<file path="src/rtl/balance_payout_pkg.sv">
// Shared definitions for the balance accumulator / payout pair.
package balance_payout_pkg;

    localparam int unsigned DIGIT_W = 4;
    localparam int unsigned COUNT_W = 5;

    localparam logic [DIGIT_W-1:0] DENOM_TEN  = 4'd10;
    localparam logic [DIGIT_W-1:0] DENOM_FIVE = 4'd5;
    localparam logic [DIGIT_W-1:0] DENOM_ONE  = 4'd1;
    localparam logic [DIGIT_W-1:0] BCD_MAX    = 4'd9;

    typedef enum logic [1:0] {
        ST_IDLE = 2'd0,
        ST_PAY  = 2'd1,
        ST_DONE = 2'd2
    } pay_state_e;

    // Greedy denomination for a remaining balance: tens, then a five, then ones.
    function automatic logic [DIGIT_W-1:0] denom_sel(input logic [DIGIT_W-1:0] tens,
                                                     input logic [DIGIT_W-1:0] ones);
        logic [DIGIT_W-1:0] code;
        if (tens != '0) begin
            code = DENOM_TEN;
        end else if (ones >= DENOM_FIVE) begin
            code = DENOM_FIVE;
        end else begin
            code = DENOM_ONE;
        end
        return code;
    endfunction

    // Out-of-range BCD digits clamp to 9, same as the accumulator overflow rule.
    function automatic logic [DIGIT_W-1:0] bcd_sat(input logic [DIGIT_W-1:0] digit);
        return (digit > BCD_MAX) ? BCD_MAX : digit;
    endfunction

endpackage

</file>
<file path="src/rtl/balance_payout.sv">
// Pays a two-digit BCD balance out as a stream of 10/5/1 codes over valid/ready.
module balance_payout
    import balance_payout_pkg::*;
(
    input  logic                clk,
    input  logic                rst_n,
    input  logic                load,
    input  logic [DIGIT_W-1:0]  tens_in,
    input  logic [DIGIT_W-1:0]  ones_in,
    input  logic                abort,
    output logic [DIGIT_W-1:0]  score_out,
    output logic                score_valid,
    input  logic                score_ready,
    output logic                busy,
    output logic                done,
    output logic [DIGIT_W-1:0]  tens_left,
    output logic [DIGIT_W-1:0]  ones_left,
    output logic [COUNT_W-1:0]  code_count
);

    pay_state_e         state_q, state_d;
    logic [DIGIT_W-1:0] tens_q, tens_d;
    logic [DIGIT_W-1:0] ones_q, ones_d;
    logic [COUNT_W-1:0] count_q, count_d;
    logic [DIGIT_W-1:0] score_out_q, score_out_d;
    logic               valid_q, valid_d;
    logic               busy_q, busy_d;
    logic               done_q, done_d;

    logic [DIGIT_W-1:0] cur_code;
    logic [DIGIT_W-1:0] tens_cap;
    logic [DIGIT_W-1:0] ones_cap;

    // Next-state, remainder arithmetic and registered-output precompute.
    always_comb begin
        state_d     = state_q;
        tens_d      = tens_q;
        ones_d      = ones_q;
        count_d     = count_q;
        cur_code    = denom_sel(tens_q, ones_q);
        tens_cap    = bcd_sat(tens_in);
        ones_cap    = bcd_sat(ones_in);

        unique case (state_q)
            ST_IDLE: begin
                if (abort) begin
                    tens_d = '0;
                    ones_d = '0;
                end else if (load) begin
                    tens_d  = tens_cap;
                    ones_d  = ones_cap;
                    count_d = '0;
                    state_d = ((tens_cap == '0) && (ones_cap == '0)) ? ST_DONE : ST_PAY;
                end
            end
            ST_PAY: begin
                if (abort) begin
                    tens_d  = '0;
                    ones_d  = '0;
                    state_d = ST_IDLE;
                end else if (valid_q && score_ready) begin
                    if (cur_code == DENOM_TEN) begin
                        tens_d = tens_q - DIGIT_W'(1);
                    end else if (cur_code == DENOM_FIVE) begin
                        ones_d = ones_q - DENOM_FIVE;
                    end else begin
                        ones_d = ones_q - DIGIT_W'(1);
                    end
                    count_d = count_q + COUNT_W'(1);
                    if ((tens_d == '0) && (ones_d == '0)) begin
                        state_d = ST_DONE;
                    end
                end
            end
            ST_DONE: begin
                tens_d  = '0;
                ones_d  = '0;
                state_d = ST_IDLE;
            end
            default: begin
                tens_d  = '0;
                ones_d  = '0;
                state_d = ST_IDLE;
            end
        endcase

        // Outputs are registered, so derive them from the next state/remainder.
        valid_d     = (state_d == ST_PAY);
        score_out_d = valid_d ? denom_sel(tens_d, ones_d) : '0;
        busy_d      = (state_d != ST_IDLE);
        done_d      = (state_d == ST_DONE);
    end

    // State and output registers with synchronous active-low reset.
    always_ff @(posedge clk) begin
        if (!rst_n) begin
            state_q     <= ST_IDLE;
            tens_q      <= '0;
            ones_q      <= '0;
            count_q     <= '0;
            score_out_q <= '0;
            valid_q     <= 1'b0;
            busy_q      <= 1'b0;
            done_q      <= 1'b0;
        end else begin
            state_q     <= state_d;
            tens_q      <= tens_d;
            ones_q      <= ones_d;
            count_q     <= count_d;
            score_out_q <= score_out_d;
            valid_q     <= valid_d;
            busy_q      <= busy_d;
            done_q      <= done_d;
        end
    end

    assign score_out   = score_out_q;
    assign score_valid = valid_q;
    assign busy        = busy_q;
    assign done        = done_q;
    assign tens_left   = tens_q;
    assign ones_left   = ones_q;
    assign code_count  = count_q;

endmodule
</file>
<file path="config.mk">
export PLATFORM = sky130hd
export DESIGN_NAME = balance_payout
export DESIGN_NICKNAME = d
export VERILOG_FILES = /design/src/rtl/balance_payout_pkg.sv /design/src/rtl/balance_payout.sv
export SDC_FILE = /design/constraint.sdc
export NUM_CORES = 1
export LEC_CHECK = 0
export ABC_AREA = 1
export ABC_CLOCK_PERIOD_IN_PS = 3500
export BUFFER_PORTS_ARGS = -buffer_cell sky130_fd_sc_hd__buf_2
export CELL_PAD_IN_SITES_DETAIL_PLACEMENT = 1
export CELL_PAD_IN_SITES_GLOBAL_PLACEMENT = 1
export CORE_ASPECT_RATIO = 1.1
export CORE_MARGIN = 1
export CORE_UTILIZATION = 40
export DETAILED_ROUTE_END_ITERATION = 7
export HOLD_SLACK_MARGIN = 0.05
export PLACE_DENSITY_LB_ADDON = 0.1
export SLEW_MARGIN = 10
export SYNTH_ARGS = -nofsm -noshare
export SYNTH_HDL_FRONTEND = slang
export SYNTH_SLANG_ARGS = --single-unit
</file>
<file path="constraint.sdc">
create_clock -name clk -period 3.5 [get_ports clk]
set_input_delay 0.35 -clock clk [delete_from_list [all_inputs] [get_ports clk]]
set_output_delay 0.35 -clock clk [all_outputs]
set_load 0.01 [all_outputs]
</file>
==> reports/results.ini <==
[global_route]
grt_usage_pct = 21.8
overflow = 0
grt_max_degree = 12
grt_pass1_wl_um = 6500
met3_usage_pct = 1.20
top_usage_layer = met2
grt_use_met1_pct = 27.6
met2_usage_pct = 39.5
antenna_found_initial = 0
grt_pass1_vias = 1493

[power]
leakagePower_uw = 0.000839
p_per_area_mw_per_mm2 = 299
ir_drop_v = 0.000197

[layout]
final_common_cell = nand2_1
final_cells = 301
area_delta_synth_final_pct = 15.7
nets = 271
antenna_cells = 0
final_layout_size_suffix_gt1_share_pct = 21.7
final_cell_mix = nand2_1 (57), buf_2 (32), inv_1 (31)
fin_util_pct = 49.2

[sta]
grt_setup_unrepaired = false
finClkSkew_ns = 0.00498
finalHoldViolations = 0
min_period_ns = 2.04
finalSetupViolations = 0
whs_ns = 0.319
slew_viol_final = 0
fmax_mhz = 491
finalCritPeriodShare_pct = 58.2
max_slew_margin_pct = 66.8
worst_pin_slew_ns = 0.498
fin_tns_setup_ns = 0

[critical_path]
r2r_setup_slack_ns = 1.46
critPathArrivalTime_ns = 2.25
worst-path-max-fanout = 7
cp.buffers_inverters = 2
cpLargestDelayFamily = simple AND/OR/NAND/NOR gates
crit_type = reg2reg
crit_chain = inv_1, ha_1, nand2_1, nand2_1, nand2_1, inv_1, nor2_1, nand2_1, nor2_2, nand3_2, nand2_1, nand2_2, nand2_2, nand2_1
crit_path_start_kind = flip-flop
cp_common_cell = nand2_1
crit_required_ns = 3.72
critPathCaptureType = flip-flop
cp_slowest_stage_delay_ns = 0.46
r2r_cells = 14
r2r_end = busy$_SDFF_PN0_
slowest_stage = dfxtp_1
r2r_start = tens_left[0]$_SDFF_PN0_

[die]
design.core.area_sq_mm = 0.00339
die_x_um = 59.2
start_util_pct = 42.5
dieArea_sq_mm = 0.00384
row_count = 22
io_pins = 33
die-height_um = 64.9

[logic_synthesis]
synth_cell_types = 34
netlist_instances = 219
ys_seq_area_share_pct = 29.2
synth_top_cell_by_area = dfxtp_1
syn_area_sq_mm = 0.00144
synth_top_area_share_pct = 29.2
syn_nets = 236
yosys_warnings = 0
ys_ff_latch = 21
ys_top_cells_by_area = dfxtp_1 (29%), nand2_1 (15%), inv_1 (8.1%)
syn_avg_cell_area_sq_um = 6.57

[placed_design]
globalplace.congestion = 0.798
dp_hpwl_um = 3030
dp_cells = 297
io_buffers = 32

[drt]
wl_per_cell_um = 12.2
drtIter0Drc = 77
vias_per_cell = 4.89
dr.pass1.iters = 4
drc = 0
vias = 1473
ant_nets = 0
wl_um = 3670

[run]
drv_cap = 0

[outcome]
status = finished clean

[cts]
htreeDepth = 1
cts_buffers = 3
clockRootBuffer = clkbuf_4
clock-sinks = 21
clockBufferDepth = 2
cts.clk_slew.worst_paths_ns = 0.12
cts_setup_buffers = 0
clk_latency_ns = 0.31
cts_hold_buf = 0
cts_resized = 0
cts_tree = yes

[hold_path]
min_from = rst_n
hold_end = score_out[2]$_SDFF_PP0_
whs_path_depth = 3
min_path_type = in2reg

registers in the layout, summed over array words and instances, names as in the netlist:
signal / cells
code_count: 5
ones_left: 4
tens_left: 4
score_out: 3
state_q: 2
busy: 1
done: 1
score_valid: 1
how the worst max path moves through the flow:
stage / start / endpoint / slack [ns] / cells past startpoint
global route: tens_left[0]$_SDFF_PN0_ / busy$_SDFF_PN0_ / 1.22 / 14
finish: tens_left[0]$_SDFF_PN0_ / busy$_SDFF_PN0_ / 1.46 / 14
CTS: tens_left[0]$_SDFF_PN0_ / busy$_SDFF_PN0_ / 1.44 / 14
floorplan: tens_left[0]$_SDFF_PN0_ / busy$_SDFF_PN0_ / 1.72 / 14
global placement: tens_left[0]$_SDFF_PN0_ / busy$_SDFF_PN0_ / 1.49 / 14
detailed placement: tens_left[0]$_SDFF_PN0_ / busy$_SDFF_PN0_ / 1.46 / 14
power breakdown:
group          switching, uW  internal, uW
sequential              7.16           246
clock                   75.0          44.5
combinational           79.7          45.3
total                    162           336
final cells by class:
type,count,area (sq um)
timing repair buffer,32,160
multi-input combinational,162,838
sequential,21,420
fill,487,1720
clock buffer,4,26.3
inverter,34,159
tap,48,60.1
metal layers:
metal / up-vias / wire length, um / share of wire [%]
li1: 764 / - / -
met1: 681 / 1730 / 47
met2: 23 / 1810 / 49
met3: 5 / 91 / 2.5
met4: 0 / 40 / 1.1
met5: - / 0 / 0
stage by stage:
| step | area [sq um] | setup slack, ns | power (uW) |
|---|---|---|---|
| 5_1_grt | 1660 | 1.22 | 532 |
| 4_1_cts | 1660 | 1.44 | 505 |
| 3_3_place_gp | 1640 | 1.49 | 385 |
| 2_1_floorplan | 1440 | 1.72 | 350 |
| 6_report | 1660 | 1.46 | 498 |
| 3_5_place_dp | 1640 | 1.46 | 385 |
cells in the mapped netlist, drive strengths merged:
cell / number
xnor2: 1
bufinv: 1
nor4: 1
nor3b: 1
clkinv: 1
o211ai: 3
and2: 2
nand3: 15
or2: 1
nor2: 34
o22ai: 1
clkbuf: 1
a21oi: 17
nand3b: 2
a21boi: 1
inv: 32
buf: 1
nand2: 63
xor2: 2
a22oi: 3
o21ai: 8
dfxtp: 21
ha: 4
nand4: 1
nor3: 2
worst register-to-register path: stages (launching register included):
cell and delay (ns):
dfxtp_1 0.46, inv_1 0.13, ha_1 0.32, nand2_1 0.13, nand2_1 0.06, nand2_1 0.09
inv_1 0.05, nor2_1 0.09, nand2_1 0.06, nor2_2 0.15, nand3_2 0.12, nand2_1 0.09
nand2_2 0.06, nand2_2 0.08, nand2_1 0.05
kinds of logic after synthesis:
kind of cell / after synthesis / share of synthesized area (%)
fa+ha+maj: 4 / 3.48
flops: 21 / 29.2
buf+inv: 36 / 12.5
xor+xnor: 3 / 1.83
compound gates: 33 / 13.5
simple gates: 122 / 39.5
Power figures use the tool's default switching activity.
